File: config.mk
export PLATFORM = sky130hd
export DESIGN_NAME = mips_avalon_arbiter
export DESIGN_NICKNAME = d
export VERILOG_FILES = /design/src/rtl/mips_avalon_pkg.sv /design/src/rtl/mips_avalon_rr_pick.sv /design/src/rtl/mips_avalon_arbiter.sv
export SDC_FILE = /design/constraint.sdc
export NUM_CORES = 1
export LEC_CHECK = 0
export CAP_MARGIN = 20
export CORE_AREA = 2 2 121 123
export DETAILED_ROUTE_END_ITERATION = 12
export DIE_AREA = 0 0 123 125
export DONT_BUFFER_PORTS = 1
export PLACE_DENSITY_LB_ADDON = 0.1
export SLEW_MARGIN = 5
export SYNTH_ARGS = -nofsm -noshare
export SYNTH_HDL_FRONTEND = slang
export SYNTH_HIERARCHICAL = 1
export SYNTH_SLANG_ARGS = --single-unit
File: constraint.sdc
create_clock -name clk -period 1.95 [get_ports clk]
set_input_delay 0.2925 -clock clk [delete_from_list [all_inputs] [get_ports clk]]
set_output_delay 0.2925 -clock clk [all_outputs]
set_load 0.005 [all_outputs]
File: src/rtl/mips_avalon_pkg.sv
// mips_avalon_pkg: shared arbiter state type, master indices and default timeout
package mips_avalon_pkg;
    typedef enum logic [1:0] {
        IDLE = 2'd0,
        GNT0 = 2'd1,
        GNT1 = 2'd2
    } arb_state_t;
    localparam int M_INSTR = 0;
    localparam int M_DATA = 1;
    localparam int TIMEOUT_DEFAULT = 1024;
endpackage

File: src/rtl/mips_avalon_rr_pick.sv
// mips_avalon_rr_pick: 2-way round-robin / fixed-priority picker, pick = winning master index
module mips_avalon_rr_pick (
    input  logic [1:0] req,
    input  logic       last_grant,
    input  logic       prio_data,
    output logic       pick
);
    always_comb pick = (req == 2'b11) ? (prio_data | ~last_grant) : req[1];
endmodule

File: src/rtl/mips_avalon_arbiter.sv
// mips_avalon_arbiter: arbitrates instruction (m0) and data (m1) Avalon masters onto one slave
module mips_avalon_arbiter
    import mips_avalon_pkg::*;
#(
    parameter int TIMEOUT   = TIMEOUT_DEFAULT,
    parameter bit PRIO_DATA = 1'b0
) (
    input  logic        clk,
    input  logic        rst_n,
    input  logic [31:0] m0_address,
    input  logic        m0_read,
    input  logic        m0_write,
    input  logic [31:0] m0_writedata,
    input  logic [3:0]  m0_byteenable,
    output logic        m0_waitrequest,
    output logic [31:0] m0_readdata,
    input  logic [31:0] m1_address,
    input  logic        m1_read,
    input  logic        m1_write,
    input  logic [31:0] m1_writedata,
    input  logic [3:0]  m1_byteenable,
    output logic        m1_waitrequest,
    output logic [31:0] m1_readdata,
    output logic [31:0] s_address,
    output logic        s_read,
    output logic        s_write,
    output logic [31:0] s_writedata,
    output logic [3:0]  s_byteenable,
    input  logic        s_waitrequest,
    input  logic [31:0] s_readdata,
    output logic [1:0]  grant,
    output logic        err_timeout,
    output logic        err_protocol
);
    localparam int CW = $clog2(TIMEOUT + 1);
    arb_state_t state, state_nx;
    logic          last_grant;
    logic [CW-1:0] wait_cnt;
    logic [1:0]    req;
    logic          pick, gnt, own, own_req, own_rw;
    mips_avalon_rr_pick u_pick (
        .req        (req),
        .last_grant (last_grant),
        .prio_data  (PRIO_DATA),
        .pick       (pick)
    );
    always_comb begin
        req            = {m1_read | m1_write, m0_read | m0_write};
        gnt            = state != IDLE;
        own            = state == GNT1;
        own_req        = req[own];
        own_rw         = own ? (m1_read & m1_write) : (m0_read & m0_write);
        grant          = {state == GNT1, state == GNT0};
        s_read         = gnt & (own ? m1_read : m0_read);
        s_write        = gnt & (own ? m1_write : m0_write);
        s_address      = !gnt ? '0 : own ? m1_address : m0_address;
        s_writedata    = !gnt ? '0 : own ? m1_writedata : m0_writedata;
        s_byteenable   = !gnt ? '0 : own ? m1_byteenable : m0_byteenable;
        m0_waitrequest = (state == GNT0) ? s_waitrequest : req[0];
        m1_waitrequest = (state == GNT1) ? s_waitrequest : req[1];
        m0_readdata    = s_readdata;
        m1_readdata    = s_readdata;
    end
    always_comb begin
        state_nx = state;
        if (!gnt) begin
            if (|req) state_nx = pick ? GNT1 : GNT0;
        end else if (!own_req || !s_waitrequest) begin
            state_nx = IDLE;
        end
    end
    always_ff @(posedge clk) begin
        if (!rst_n) begin
            state        <= IDLE;
            last_grant   <= 1'(M_DATA);
            wait_cnt     <= '0;
            err_timeout  <= 1'b0;
            err_protocol <= 1'b0;
        end else begin
            state <= state_nx;
            if (!gnt)
                wait_cnt <= '0;
            else if (s_waitrequest && wait_cnt != CW'(TIMEOUT))
                wait_cnt <= wait_cnt + 1'b1;
            // flag rises on the same edge the counter reaches TIMEOUT
            if (gnt && s_waitrequest && wait_cnt == CW'(TIMEOUT - 1))
                err_timeout <= 1'b1;
            if (gnt && (own_rw || (!own_req && s_waitrequest)))
                err_protocol <= 1'b1;
            if (gnt && own_req && !s_waitrequest)
                last_grant <= own;
        end
    end
endmodule

==> flow_metrics.py <==
metrics = {
    "yosys": {
        "syn_inst": 250,
        "synth_compound_area_frac": 0.370,
        "syn_nets": 427,
        "syn_area_um2": 2020,
        "muxShareOfSynthArea": 0.0149,
        "seq_area_frac_synth": 0.159,
        "synth-adder-area-share": 0.0124,
        "synthArstFlopShare": 0,
        "synth-edff-count": 0,
        "ys_seq_elements": 16,
        "synth_cell_types": 38,
        "synth_top_family_by_area": "compound AO/OA/AOI/OAI gates",
        "synth_top_flop_cell": "dfxtp_1",
        "synthSimpleGateAreaFrac": 0.121,
        "syn_area_per_cell_um2": 8.08,
        "ys_warn_count": 6,
        "synth_xor_area_frac": 0.0260,
    },
    "clocking": {
        "clk_path_buf_depth": 2,
        "cts_tree": "done",
        "cts_buffers": 3,
        "clk_latency_ps": 250,
        "cts_hold_buf": 0,
        "htree_num_levels": 1,
        "path_clk_slew_ps": 50,
        "cts_root_buf": "clkbuf_16",
        "cts_sinks": 16,
    },
    "power_and_ir_drop": {
        "p_sw_uw": 419,
        "power.share.switching": 0.348,
        "power.leakage_nw": 0.621,
        "seqPwrFrac": 0.292,
        "clkPwrFrac": 0.337,
        "p_per_area_nw_per_um2": 669,
        "p_int_uw": 786,
        "vdd_drop_max_mv": 0.206,
        "report.power.total_mw": 1.21,
        "combPwrFrac": 0.371,
    },
    "finish": {
        "regArea_um2": 322,
        "syn2layout_area_growth_pct": -10.8,
        "final_area_um2": 1800,
        "fill_cells": 1662,
        "final_common_cell": "a22o_1",
        "fin_util": 0.127,
        "multi_input_area_um2": 1100,
        "fin_nets": 353,
        "drive_above_1_share": 0.0977,
        "final_cell_mix": "a22o_1, dfxtp_1, nor2_1, nand2_1, o21ai_0",
    },
    "hold_path": {
        "min_path_type": "in2reg",
    },
    "timing": {
        "relSlewSlack": 0.622,
        "max_freq_mhz": 542,
        "tns_ps": 0,
        "finalCritPeriodShare": 0.945,
        "hold_viol": 0,
        "fin_crit_ps": 1840,
        "setup_viol": 0,
        "skew_ps": 1.99,
        "slew_violations": 0,
        "setup_slack_ps": 107,
        "rsz0062_at_grt": "no",
        "worst_slew_pin_slew_ps": 561,
    },
    "placed_design": {
        "pre_cts_slack_ps": 291,
        "placed_area_um2": 1720,
        "port_buffers": 0,
        "hpwl_mm": 8.36,
        "place_congestion": 0.835,
    },
    "setup_path": {
        "worstPathRequired_ps": 1660,
        "critical_path.startpoint_type": "flop",
        "cpMaxStageDelayCell": "a22o_1",
        "crit_family": "compound AO/OA/AOI/OAI gates",
        "critical_path_class": "reg2out",
        "path_buf_inv": 2,
        "cp_cell_sequence": "nand2b_2, inv_2, buf_12, a22o_1",
        "worstPathArrival_ps": 1550,
        "path_max_fanout": 45,
        "critPathCaptureType": "output port",
        "cp_slowest_stage_delay_ps": 360,
    },
    "die": {
        "core_um2": 14200,
        "die_area_um2": 15400,
        "die_x_um": 123,
        "initial_utilization": 0.142,
        "rows": 44,
        "fp.dieH_um": 125,
        "pin_count": 315,
    },
    "global_routing": {
        "grt_pass1_vias": 1578,
        "grt_pass1_wl_mm": 12.2,
        "antenna_found_initial": 3,
        "grt_overflow": 0,
        "grt_max_degree": 71,
        "grtUsageTotal": 0.113,
    },
    "route": {
        "routed_wl_mm": 9.82,
        "ant_nets": 0,
        "dr.pass1.iters": 4,
        "vias": 1662,
        "viasPerCell": 4.63,
        "wl_per_cell_um": 27.4,
        "drtIter0Drc": 51,
        "route.detailed.drc": 0,
    },
    "job": {
        "maxCapViolations": 0,
    },
    "outcome": {
        "status": "complete, no violations",
    },
}
==> cells in the mapped netlist, types with 2 or more instances <==
cell type   n  share of area
xnor2_1     3          0.013
a21oi_1     6          0.015
inv_1       5         0.0093
xor2_1      3          0.013
a22o_1     71           0.31
buf_4      65           0.24
nor2b_1     2         0.0062
ha_1        2          0.012
mux2i_1     3          0.015
nor2_1     13          0.024
or3_1       3         0.0093
and2_1      2         0.0062
nand4_1     2         0.0062
dfxtp_1    16           0.16
nand2_1    10          0.019
nor3_2      2         0.0099
o21ai_0     7          0.017
clkbuf_1    4         0.0074
buf_2       9          0.022
buf_1       4         0.0074
==> path summary, 6_finish.rpt <==
kind / start / endpoint / slack (ps) / cells after the start
hold / removal: rst_n / last_grant / 120 / 1
setup / recovery: state[0] / s_address[4] / 110 / 4
hold reg to reg: last_grant / last_grant / 500 / 2
setup reg to reg: wait_cnt[0] / wait_cnt[1] / 490 / 6
==> cells by family (layout without fill, tap and decap cells) <==
group,Yosys count,in the layout
compound gates,91,91
buf+inv,89,13
simple gates,42,42
flops,16,16
xor+xnor,6,6
mux,3,3
fa+ha+maj,2,2
other cells,1,2
==> power groups by stage <==
stage | Combinational (mW) | Clock (mW) | Sequential [mW]
global route | 0.479 | 0.445 | 0.354
global placement | 0.450 | 0 | 0.359
finish | 0.447 | 0.406 | 0.352
floorplan | 0.455 | 0 | 0.353
CTS | 0.452 | 0.418 | 0.352
detailed placement | 0.449 | 0 | 0.359
==> final cells by class <==
class | instances | area share
Sequential cell | 16 | 0.179
Clock buffer | 3 | 0.0417
Tap cell | 184 | 0.128
Antenna cell | 1 | 0.00139
Timing Repair Buffer | 4 | 0.0257
Inverter | 6 | 0.0125
Multi-Input combinational cell | 145 | 0.612
==> layer usage <==
| layer | vias to the layer above | share of wire | global-route usage |
|---|---|---|---|
| li1 | 705 | - | - |
| met1 | 788 | 0.36 | 0.124 |
| met2 | 152 | 0.46 | 0.172 |
| met3 | 13 | 0.16 | 0.0789 |
| met4 | 4 | 0.013 | 0.0348 |
| met5 | - | 0.0026 | 0 |
==> state kept, by name (all words and copies together) (netlist names) <==
name,cells
err_protocol,1
last_grant,1
err_timeout,1
wait_cnt,11
state,2
==> what timing repair did <==
| action | in CTS | in global routing |
|---|---|---|
| endpoints found under the setup margin | 0 | 7 |
| gates resized for setup | 0 | 1 |
| buffers inserted | 0 | 0 |
==> metrics by stage <==
step | hold slack [ps] | instances
finish | 122 | 359
global placement | 382 | 355
detailed placement | 380 | 355
floorplan | 371 | 250
global route | 112 | 359
CTS | 120 | 358
(Power assumes the default switching activity.)
